$ cat config.mk
export PLATFORM = sky130hd
export DESIGN_NAME = dm_access_arbiter_flat
export DESIGN_NICKNAME = d
export VERILOG_FILES = /design/src/rtl/dm_access_arbiter_if.sv /design/src/rtl/dm_access_arbiter.sv /design/src/flat_wrapper.sv
export SDC_FILE = /design/constraint.sdc
export NUM_CORES = 1
export LEC_CHECK = 0
export ABC_AREA = 0
export CAP_MARGIN = 20
export CORE_ASPECT_RATIO = 1.5
export CORE_MARGIN = 5
export CORE_UTILIZATION = 38
export DETAILED_ROUTE_END_ITERATION = 6
export PLACE_DENSITY = 0.81
export SLEW_MARGIN = 25
export SYNTH_ARGS = -nofsm -noshare
export SYNTH_HDL_FRONTEND = slang
export SYNTH_SLANG_ARGS = --single-unit
$ cat constraint.sdc
create_clock -name clk -period 2.4 [get_ports clk]
set_clock_uncertainty 0.2 [all_clocks]
set_input_delay 0.24 -clock clk [delete_from_list [all_inputs] [get_ports clk]]
set_output_delay 0.24 -clock clk [all_outputs]
set_load 0.05 [all_outputs]
$ cat src/rtl/dm_access_arbiter_if.sv
// dm_access_arbiter_if
//   Bundles every handshake and memory-side signal of dm_access_arbiter.
//   The arbiter connects through the slave modport. The requesters and the
//   data memory (or a bench standing in for them) connect through master.
//
//   CPU data port : cpu_req/cpu_we/cpu_size/cpu_addr/cpu_wdata in,
//                   cpu_ready/cpu_rdata/cpu_exc out
//   Aux word port : aux_req/aux_we/aux_addr/aux_wdata in,
//                   aux_ready/aux_rdata out
//   DM port       : dm_en/dm_we/dm_addr/dm_wdata out, dm_rdata in
//   Status        : busy out
interface dm_access_arbiter_if #(
    parameter int DM_AW = 10
);
    logic             cpu_req;
    logic             cpu_we;
    logic [1:0]       cpu_size;
    logic [31:0]      cpu_addr;
    logic [31:0]      cpu_wdata;
    logic             cpu_ready;
    logic [31:0]      cpu_rdata;
    logic             cpu_exc;

    logic             aux_req;
    logic             aux_we;
    logic [31:0]      aux_addr;
    logic [31:0]      aux_wdata;
    logic             aux_ready;
    logic [31:0]      aux_rdata;

    logic             dm_en;
    logic [3:0]       dm_we;
    logic [DM_AW-1:0] dm_addr;
    logic [31:0]      dm_wdata;
    logic [31:0]      dm_rdata;

    logic             busy;

    modport slave (
        input  cpu_req, cpu_we, cpu_size, cpu_addr, cpu_wdata,
        output cpu_ready, cpu_rdata, cpu_exc,
        input  aux_req, aux_we, aux_addr, aux_wdata,
        output aux_ready, aux_rdata,
        output dm_en, dm_we, dm_addr, dm_wdata,
        input  dm_rdata,
        output busy
    );

    modport master (
        output cpu_req, cpu_we, cpu_size, cpu_addr, cpu_wdata,
        input  cpu_ready, cpu_rdata, cpu_exc,
        output aux_req, aux_we, aux_addr, aux_wdata,
        input  aux_ready, aux_rdata,
        input  dm_en, dm_we, dm_addr, dm_wdata,
        output dm_rdata,
        input  busy
    );
endinterface

$ cat src/rtl/dm_access_arbiter.sv
// dm_access_arbiter
//   Sequences all accesses to the single-port data memory and shares it
//   between the CPU M-stage data port and an auxiliary word port.
//   CPU stores get byte enables and lane-replicated write data for sb/sh/sw.
//   Misaligned or out-of-range CPU accesses complete with cpu_exc and never
//   touch the memory. Reads return the raw 32-bit word; sign and zero
//   extension happen downstream.
//
//   Parameters
//     DM_AW     DM word-address width (DM holds 4*2^DM_AW bytes)
//     WAIT_CYC  DM read latency in cycles after the issue edge (>= 1)
//
//   Ports
//     clk      system clock, rising edge
//     reset_n  asynchronous active-low reset
//     bus      dm_access_arbiter_if.slave: CPU port, aux port, DM port, busy
//
//   Access flow: IDLE -> ISSUE -> WAIT (WAIT_CYC cycles) -> RESP -> IDLE.
//   A faulting CPU access goes IDLE -> RESP directly.
module dm_access_arbiter #(
    parameter int DM_AW    = 10,
    parameter int WAIT_CYC = 1
) (
    input  logic                clk,
    input  logic                reset_n,
    dm_access_arbiter_if.slave  bus
);

    localparam int CNT_W = (WAIT_CYC > 1) ? $clog2(WAIT_CYC) : 1;
    localparam logic [CNT_W-1:0] CNT_LOAD = CNT_W'(WAIT_CYC - 1);

    typedef enum logic [1:0] {
        S_IDLE  = 2'd0,
        S_ISSUE = 2'd1,
        S_WAIT  = 2'd2,
        S_RESP  = 2'd3
    } state_t;

    state_t           r_state;
    state_t           w_state_nxt;

    logic             r_last_aux;   // 1: aux held the last grant
    logic             r_gnt_cpu;
    logic             r_we;
    logic             r_exc;
    logic [3:0]       r_be;
    logic [31:0]      r_wdata;
    logic [31:0]      r_rdata;
    logic [DM_AW-1:0] r_dm_addr;
    logic [CNT_W-1:0] r_cnt;

    logic             w_cpu_win;
    logic             w_aux_win;
    logic             w_cpu_fault;
    logic             w_unused;

    function automatic logic [3:0] cpu_byte_en(input logic [1:0] size,
                                               input logic [1:0] a);
        case (size)
            2'b00:   return 4'b0001 << a;
            2'b01:   return 4'b0011 << {a[1], 1'b0};
            default: return 4'b1111;
        endcase
    endfunction

    function automatic logic [31:0] cpu_lanes(input logic [1:0]  size,
                                              input logic [31:0] d);
        case (size)
            2'b00:   return {4{d[7:0]}};
            2'b01:   return {2{d[15:0]}};
            default: return d;
        endcase
    endfunction

    function automatic logic cpu_fault(input logic [1:0]  size,
                                       input logic [31:0] a);
        logic misaligned;
        logic out_of_range;
        misaligned   = ((size == 2'b01) && a[0]) ||
                       (size[1] && (a[1:0] != 2'b00));
        out_of_range = ((a >> (DM_AW + 2)) != 32'd0);
        return misaligned || out_of_range;
    endfunction

    // Round-robin tie break: with both requesting, the side that did not
    // hold the last grant wins. r_last_aux resets to 1 so the CPU wins first.
    assign w_cpu_win   = bus.cpu_req && (!bus.aux_req || r_last_aux);
    assign w_aux_win   = bus.aux_req && !w_cpu_win;
    assign w_cpu_fault = cpu_fault(bus.cpu_size, bus.cpu_addr);

    // Aux byte offset and the bits above the DM range are deliberately dropped.
    assign w_unused = ^{bus.aux_addr[31:DM_AW+2], bus.aux_addr[1:0]};

    always_ff @(posedge clk or negedge reset_n) begin
        if (!reset_n) begin
            r_state <= S_IDLE;
        end else begin
            r_state <= w_state_nxt;
        end
    end

    always_comb begin
        w_state_nxt   = r_state;
        bus.dm_en     = 1'b0;
        bus.dm_we     = 4'b0000;
        bus.dm_wdata  = 32'd0;
        bus.dm_addr   = r_dm_addr;
        bus.cpu_ready = 1'b0;
        bus.cpu_rdata = 32'd0;
        bus.cpu_exc   = 1'b0;
        bus.aux_ready = 1'b0;
        bus.aux_rdata = 32'd0;
        bus.busy      = (r_state != S_IDLE);

        case (r_state)
            S_IDLE: begin
                if (w_cpu_win) begin
                    w_state_nxt = w_cpu_fault ? S_RESP : S_ISSUE;
                end else if (w_aux_win) begin
                    w_state_nxt = S_ISSUE;
                end
            end
            S_ISSUE: begin
                bus.dm_en   = 1'b1;
                if (r_we) begin
                    bus.dm_we    = r_be;
                    bus.dm_wdata = r_wdata;
                end
                w_state_nxt = S_WAIT;
            end
            S_WAIT: begin
                if (r_cnt == '0) begin
                    w_state_nxt = S_RESP;
                end
            end
            S_RESP: begin
                if (r_gnt_cpu) begin
                    bus.cpu_ready = 1'b1;
                    bus.cpu_rdata = r_rdata;
                    bus.cpu_exc   = r_exc;
                end else begin
                    bus.aux_ready = 1'b1;
                    bus.aux_rdata = r_rdata;
                end
                w_state_nxt = S_IDLE;
            end
            default: w_state_nxt = S_IDLE;
        endcase
    end

    always_ff @(posedge clk or negedge reset_n) begin
        if (!reset_n) begin
            r_last_aux <= 1'b1;
            r_gnt_cpu  <= 1'b0;
            r_we       <= 1'b0;
            r_exc      <= 1'b0;
            r_be       <= 4'b0000;
            r_wdata    <= 32'd0;
            r_rdata    <= 32'd0;
            r_dm_addr  <= '0;
            r_cnt      <= '0;
        end else begin
            case (r_state)
                S_IDLE: begin
                    if (w_cpu_win) begin
                        r_last_aux <= 1'b0;
                        r_gnt_cpu  <= 1'b1;
                        r_we       <= bus.cpu_we;
                        r_exc      <= w_cpu_fault;
                        r_be       <= cpu_byte_en(bus.cpu_size, bus.cpu_addr[1:0]);
                        r_wdata    <= cpu_lanes(bus.cpu_size, bus.cpu_wdata);
                        r_rdata    <= 32'd0;
                        // A faulting access never reaches the DM, so the
                        // visible address keeps the last real access.
                        if (!w_cpu_fault) begin
                            r_dm_addr <= bus.cpu_addr[DM_AW+1:2];
                        end
                    end else if (w_aux_win) begin
                        r_last_aux <= 1'b1;
                        r_gnt_cpu  <= 1'b0;
                        r_we       <= bus.aux_we;
                        r_exc      <= 1'b0;
                        r_be       <= 4'b1111;
                        r_wdata    <= bus.aux_wdata;
                        r_rdata    <= 32'd0;
                        r_dm_addr  <= bus.aux_addr[DM_AW+1:2];
                    end
                end
                S_ISSUE: begin
                    r_cnt <= CNT_LOAD;
                end
                S_WAIT: begin
                    if (r_cnt == '0) begin
                        if (!r_we) begin
                            r_rdata <= bus.dm_rdata;
                        end
                    end else begin
                        r_cnt <= r_cnt - CNT_W'(1);
                    end
                end
                default: ;
            endcase
        end
    end

endmodule

$ cat src/flat_wrapper.sv
// flat-port wrapper written by rule: the top's interface ports become plain ports
module dm_access_arbiter_flat 
#(
    parameter int DM_AW    = 10,
    parameter int WAIT_CYC = 1
)
  (clk, reset_n, bus_cpu_req, bus_cpu_we, bus_cpu_size, bus_cpu_addr, bus_cpu_wdata, bus_cpu_ready, bus_cpu_rdata, bus_cpu_exc, bus_aux_req, bus_aux_we, bus_aux_addr, bus_aux_wdata, bus_aux_ready, bus_aux_rdata, bus_dm_en, bus_dm_we, bus_dm_addr, bus_dm_wdata, bus_dm_rdata, bus_busy);
  dm_access_arbiter_if #(.DM_AW(DM_AW)) bus_i ();
  input  logic clk;
  input  logic reset_n;
  input wire logic [$bits(bus_i.cpu_req)-1:0] bus_cpu_req;
  input wire logic [$bits(bus_i.cpu_we)-1:0] bus_cpu_we;
  input wire logic [$bits(bus_i.cpu_size)-1:0] bus_cpu_size;
  input wire logic [$bits(bus_i.cpu_addr)-1:0] bus_cpu_addr;
  input wire logic [$bits(bus_i.cpu_wdata)-1:0] bus_cpu_wdata;
  output wire logic [$bits(bus_i.cpu_ready)-1:0] bus_cpu_ready;
  output wire logic [$bits(bus_i.cpu_rdata)-1:0] bus_cpu_rdata;
  output wire logic [$bits(bus_i.cpu_exc)-1:0] bus_cpu_exc;
  input wire logic [$bits(bus_i.aux_req)-1:0] bus_aux_req;
  input wire logic [$bits(bus_i.aux_we)-1:0] bus_aux_we;
  input wire logic [$bits(bus_i.aux_addr)-1:0] bus_aux_addr;
  input wire logic [$bits(bus_i.aux_wdata)-1:0] bus_aux_wdata;
  output wire logic [$bits(bus_i.aux_ready)-1:0] bus_aux_ready;
  output wire logic [$bits(bus_i.aux_rdata)-1:0] bus_aux_rdata;
  output wire logic [$bits(bus_i.dm_en)-1:0] bus_dm_en;
  output wire logic [$bits(bus_i.dm_we)-1:0] bus_dm_we;
  output wire logic [$bits(bus_i.dm_addr)-1:0] bus_dm_addr;
  output wire logic [$bits(bus_i.dm_wdata)-1:0] bus_dm_wdata;
  input wire logic [$bits(bus_i.dm_rdata)-1:0] bus_dm_rdata;
  output wire logic [$bits(bus_i.busy)-1:0] bus_busy;
  assign bus_i.cpu_req = bus_cpu_req;
  assign bus_i.cpu_we = bus_cpu_we;
  assign bus_i.cpu_size = bus_cpu_size;
  assign bus_i.cpu_addr = bus_cpu_addr;
  assign bus_i.cpu_wdata = bus_cpu_wdata;
  assign bus_cpu_ready = bus_i.cpu_ready;
  assign bus_cpu_rdata = bus_i.cpu_rdata;
  assign bus_cpu_exc = bus_i.cpu_exc;
  assign bus_i.aux_req = bus_aux_req;
  assign bus_i.aux_we = bus_aux_we;
  assign bus_i.aux_addr = bus_aux_addr;
  assign bus_i.aux_wdata = bus_aux_wdata;
  assign bus_aux_ready = bus_i.aux_ready;
  assign bus_aux_rdata = bus_i.aux_rdata;
  assign bus_dm_en = bus_i.dm_en;
  assign bus_dm_we = bus_i.dm_we;
  assign bus_dm_addr = bus_i.dm_addr;
  assign bus_dm_wdata = bus_i.dm_wdata;
  assign bus_i.dm_rdata = bus_dm_rdata;
  assign bus_busy = bus_i.busy;
  dm_access_arbiter #(.DM_AW(DM_AW), .WAIT_CYC(WAIT_CYC)) u_core (.clk(clk), .reset_n(reset_n), .bus(bus_i));
endmodule
==> results.yml, run 1 <==
status:
  outcome: "finished, final reports clean"
global_route:
  grt_pass1_vias: 5438
  antenna_found_initial: 0
  grt_max_degree: 65
  grt_pass1_wl_mm: 28.39
  overflow: 0
  grt_util_all_layers_pct: 24.33
layout:
  area_growth_pct: 89.31
  drive_gt1_share_pct: 19.24
  num_antenna_cells: 0
  nFillCells: 793
  final_cells: 943
  final_area_um2: 8885
  final_nets: 959
setup_path:
  start_kind: "register"
  end_kind: "register"
  r2r-end: "u_core.bus.dm_addr[2]"
  cp.arrival_ps: 2280
  crit_required_ps: 2420
  timing.rr.start: "u_core.r_state[0]"
  crit_path_max_fanout: 10
  reg2reg_slack_ps: 140
  crit_type: "reg -> reg"
  ff2ff_path_depth: 5
logic_synthesis:
  seq_area_frac_synth_pct: 44.81
  synth_cell_types: 36
  ys_warn_count: 0
  synth_compound_area_share_pct: 16.24
  synth_fp_nets: 707
  synthSimpleGateAreaFrac_pct: 27.22
  synth_area_um2: 4693
  synth_top_family_by_area: "simple AND/OR/NAND/NOR gates"
  synth_mux_area_share_pct: 5.119
  synth-xor-area-share_pct: 0
  synthArstFlopShare_pct: 100.0
  ys_ff_latch: 84
  syn_inst: 534
  synth-main-ff-cell: "dfrtp_1"
  synthAdderAreaFrac_pct: 1.333
  synth_edf_count: 0
  syn_area_per_cell_um2: 8.789
power_and_ir_drop:
  p_comb_share_pct: 56.7
  pwr-share-clk_pct: 16.1
  ir_drop_mv: 0.6040
  p_sw_share_pct: 43.87
  leakagePower_nw: 4.018
  p_per_area_nw_per_um2: 948.7
  p_int_mw: 4.731
  pwr-share-seq_pct: 27.2
  p_switching_mw: 3.697
floorplan:
  die_w_um: 100.7
  die_h_um: 146.1
  rows: 49
  io-pin-count: 283
  dieArea_um2: 14720
  core_area_um2: 12080
  start_util_pct: 38.86
sta:
  finalMaxSlewViolations: 0
  rsz0062_at_grt: "no"
  period_share_pct: 94.33
  hold_viol: 0
  setup_viol: 0
  relSlewSlack_pct: 50.98
  holdWs_ps: 225.4
  fmax_ghz: 0.4417
  worstMarginPinSlew_ps: 735.3
  layout_min_cycle_time_ps: 2264
worst_hold_path:
  holdCritPathClass: "in -> async"
clock_network:
  cts_buffers: 9
  clockBufferDepth: 2
  htree_num_levels: 3
  ctsResizeCount: 0
  clock-sinks: 84
  tritoncts: "yes"
  root_buffer: "clkbuf_16"
  clock_latency_ps: 330
  clkTransAtPathRegs_ps: 70
route:
  wl_per_cell_um: 19.23
  drt-total-wl_mm: 18.13
  first_pass_iters: 7
  drt_iter0_markers: 266
  post-route-drc-count: 0
  ant_nets: 0
  vias_per_cell: 5.432
  vias: 5122
placed_design:
  dp.cells: 927
  place_congestion: 0.8417
  dp_hpwl_mm: 14.20
  dpl_cell_area_um2: 8583
  numPortBuffers: 260
flow_run:
  cap_violations: 0
power groups by stage:
stage | Combinational (mW) | Sequential, mW | Clock, mW
after floorplan | 2.48 | 2.47 | 0
after global placement | 4.67 | 2.26 | 0
after detailed placement | 4.80 | 2.29 | 0
after CTS | 4.82 | 2.28 | 1.40
after global routing | 5.13 | 2.35 | 1.46
final | 4.78 | 2.29 | 1.36
cells in the final DEF (no fill, tap or decap), types with 2 or more instances in the layout:
cell type	synthesis	final
o21ai_4	0	2
ha_1	5	5
clkinvlp_4	0	3
buf_4	2	24
a222oi_1	8	8
nor2b_1	3	3
dfrtp_1	83	83
nor4_1	5	5
nand3_1	2	2
a22oi_1	25	25
clkdlybuf4s50_1	0	154
a21oi_1	5	4
nand2_1	98	98
a221o_1	10	10
and3_1	70	70
nor2_1	8	8
inv_1	14	14
o21ai_0	61	61
buf_12	0	107
mux2i_1	24	24
and2_1	53	53
clkbuf_16	0	9
metrics by stage:
step / TNS (ps) / worst slack [ps] / utilization (%) / power [mW]
floorplan: 0 / 169.2 / - / 4.955
global placement: -527.5 / -53.31 / 71.07 / 6.924
detailed placement: -1006 / -110.9 / 71.07 / 7.096
CTS: 0 / 137.4 / 73.56 / 8.500
global route: 0 / 12.10 / 73.56 / 8.933
finish: 0 / 136.0 / 73.56 / 8.429
flip-flops by register name, indices dropped and copies added (netlist names), 2 cells and up:
register and flops:
u_core.r_be 4, u_core.r_state 2, u_core.r_rdata 32, u_core.bus.dm_addr 10
u_core.r_wdata 32
cells by family after synthesis:
kind of cell	Yosys count
and+or+nand+nor	245
muxes	24
AOI/OAI and AO/OA	117
DFF	84
adders and majority gates	5
buffers and inverters	59
per-layer routing:
metal	wire [µm]	share of wire, %	vias to the layer above	GRT usage (%)
met5	0	0	-	0
met4	1040	5.7	0	14.63
met2	9218	51	283	42.22
li1	-	-	2380	-
met1	6653	37	2391	26.91
met3	1220	6.7	68	4.535
repair_timing:
item,CTS,global route
buffers inserted,0,0
endpoints found under the hold margin,31,0
setup endpoints to repair,0,0
hold buffers,1,0
worst max-delay path by stage:
stage               slack, ps         startpoint  cells past startpoint               endpoint
finish                    140  u_core.r_state[0]                      5  u_core.bus.dm_addr[2]
CTS                       140  u_core.r_state[1]                      5  u_core.bus.dm_addr[2]
global route               10  u_core.r_state[1]                      5  u_core.bus.dm_addr[5]
global placement          -50   bus_cpu_addr[12]                      5  u_core.bus.dm_addr[8]
detailed placement       -110   bus_cpu_addr[13]                      5  u_core.bus.dm_addr[8]
floorplan                 170  u_core.r_state[1]                      4       bus_dm_wdata[10]
cell type report:
type	instances	area [µm²]	area share [%]
Clock buffer	9	225.2	2.535
Timing Repair Buffer	286	3874	43.60
Clock inverter	6	66.31	0.7464
Tap cell	153	191.4	2.155
Multi-Input combinational cell	391	2372	26.70
Inverter	14	52.55	0.5915
Sequential cell	84	2103	23.67
worst max-delay path, cell delays in order (launching register included):
cell and delay [ps]:
dfrtp_1 400, inv_1 120, ha_1 310, o21ai_4 110, o41a_1 590, a221o_1 410
synth_stat cells, drive strengths merged (2+ instances only):
cell / count / share of area [%]
buf: 10 / 1.4
nand2: 98 / 7.8
dfrtp: 83 / 44
a221o: 10 / 2.1
nor2b: 3 / 0.40
a21oi: 5 / 0.53
ha: 5 / 1.3
inv: 14 / 1.1
mux2i: 24 / 5.1
nor4: 6 / 0.93
clkbuf: 35 / 2.8
nor2: 9 / 0.88
a222oi: 8 / 1.7
and3: 70 / 9.3
nand3: 2 / 0.21
and2: 53 / 7.1
o21ai: 63 / 6.8
a22oi: 25 / 4.0
Note: power is estimated with default switching activity, not from simulation.
==> run 2: changes to the inputs <==
- CORE_UTILIZATION: 38 -> 39
- CTS_BUF_LIST: unset -> sky130_fd_sc_hd__clkbuf_4 sky130_fd_sc_hd__clkbuf_8
- PLACE_DENSITY: 0.81 -> 0.82
- SLEW_MARGIN: 25 -> 20
==> run 2 against run 1 <==
Effect of this change: sequential share of layout area grew 0.19 points; core utilization grew 0.53 points; critical path depth is the same; cell area shrank 0.82%; wire length grew 0.15%; power shrank 3.2%; sequential cell count is the same; worst setup slack lost 20 ps; count of clock-buffer cells in the layout grew 3; global-route usage grew 0.52 points.
==> results.yml, run 2 (same netlist as run 1, synthesis figures left out) <==
worst_hold_path:
  holdCritPathClass: "in -> async"
floorplan:
  start_util_pct: 39.46
  rows: 49
  die_h_um: 144.4
  core_area_um2: 11890
  dieArea_um2: 14370
  io-pin-count: 283
  die_w_um: 99.57
sta:
  rsz0062_at_grt: "no"
  finalMaxSlewViolations: 0
  fmax_ghz: 0.4378
  hold_viol: 0
  period_share_pct: 95.18
  relSlewSlack_pct: 50.82
  layout_min_cycle_time_ps: 2284
  holdWs_ps: 127.8
  setup_viol: 0
  worstMarginPinSlew_ps: 737.6
clock_network:
  cts_buffers: 9
  clkTransAtPathRegs_ps: 90
  clockBufferDepth: 2
  tritoncts: "yes"
  root_buffer: "clkbuf_8"
  htree_num_levels: 3
  clock-sinks: 84
  clock_latency_ps: 360
  cts_setup_buffers: 0
global_route:
  grt_pass1_wl_mm: 28.21
  grt_util_all_layers_pct: 24.85
  antenna_found_initial: 0
  grt_pass1_vias: 5305
  overflow: 0
  grt_max_degree: 65
layout:
  multi_input_area_um2: 2372
  num_antenna_cells: 0
  regArea_um2: 2103
  layout_commonest_cell: "clkdlybuf4s50_1"
  utilization_pct: 74.09
  final_cell_mix: "154 x clkdlybuf4s50_1, 106 x buf_12, 98 x nand2_1"
  area_growth_pct: 87.76
  nFillCells: 791
  final_nets: 960
  drive_gt1_share_pct: 19.44
placed_design:
  numPortBuffers: 260
  place_congestion: 0.8188
  dp_hpwl_mm: 14.24
route:
  first_pass_iters: 5
  ant_nets: 0
  post-route-drc-count: 0
  drt-total-wl_mm: 18.16
  vias: 5088
  drt_iter0_markers: 365
  vias_per_cell: 5.384
  wl_per_cell_um: 19.22
power_and_ir_drop:
  ir_drop_mv: 0.6523
  leakagePower_nw: 3.996
  p_per_area_nw_per_um2: 925.8
  p_total_mw: 8.159
setup_path:
  crit_type: "reg -> reg"
  crit_family: "compound AO/OA/AOI/OAI gates"
  crit_required_ps: 2450
  cp_cell_sequence: "inv_1 -> ha_1 -> o21ai_4 -> o41a_1 -> a221o_1"
  end_kind: "register"
  reg2reg_slack_ps: 120
  start_kind: "register"
  cpPeakStageDelay_ps: 590
  path_buf_inv: 1
  cp_slowest_cell: "o41a_1"
  cp.arrival_ps: 2330
  crit_path_max_fanout: 10
flow_run:
  cap_violations: 0
status:
  outcome: "finished, final reports clean"
-- run 2: cell count changes in the layout (fill, tap and decap cells not counted), sizes merged --
cell	change
inv	+1
clkbuf	+3
buf	+1
clkinv	-1
clkinvlp	-2
-- run 2: final timing paths --
check                                       start               endpoint  cells after the start
min in group clk                  bus_dm_rdata[1]      u_core.r_rdata[1]                      3
worst min register to register  u_core.r_wdata[1]      u_core.r_wdata[1]                      2
worst max register to register  u_core.r_state[1]  u_core.bus.dm_addr[5]                      5
worst min-delay path                      reset_n     u_core.r_rdata[19]                      2
max in group asynchronous                 reset_n      u_core.r_last_aux                      3
worst max-delay path            u_core.r_state[1]  u_core.bus.dm_addr[5]                      5
-- run 2: routing by layer --
layer  GRT usage (%)  routed length [µm]
met5               0                   0
met4           8.849                 504
met3           4.875                1229
met2           44.44                9593
met1           29.58                6832
-- run 2: power by group --
group | leakage [nW] | internal [mW] | switching (mW)
combinational | 2.83 | 1.94 | 2.83
sequential | 1.06 | 1.97 | 0.309
clock | 0.109 | 0.572 | 0.533
total | 4.00 | 4.48 | 3.67
-- run 2: final cells by class --
cell class / instances / share of cell area, %
flip-flops and latches: 84 / 23.87
clock inverters: 4 / 0.6247
inverters: 14 / 0.5963
clock buffers: 12 / 1.874
repair buffers: 287 / 43.94
well taps: 153 / 2.172
multi-input cells: 391 / 26.92
-- run 2: through the flow --
step           setup slack (ps)  instances  TNS, ps  instance area [µm²]
2_1_floorplan             169.2        534        0                 4695
3_3_place_gp              1.390        928        0                 8578
3_5_place_dp             -59.23        928   -464.8                 8578
4_1_cts                   71.26        945        0                 8808
5_1_grt                   20.20        945        0                 8812
6_report                  115.7        945        0                 8812
-- run 2: worst register-to-register path, delay by kind of cell (launching register included) --
family | cells | cell delay (ps)
AO/OA/AOI/OAI | 3 | 1120
adder cells (fa/ha/maj) | 1 | 310
flip-flops | 1 | 400
buffers and inverters | 1 | 140
-- run 2: timing repair --
item,in CTS,in global routing
endpoints found under the hold margin,50,0
setup endpoints to repair,0,1
hold buffers,1,0
resized for setup,0,1
==> run 3: changes to the inputs <==
- TNS_END_PERCENT: unset -> 50
==> results of run 3 <==
Same layout as run 2: the final DEF is identical, and so are final timing and power.
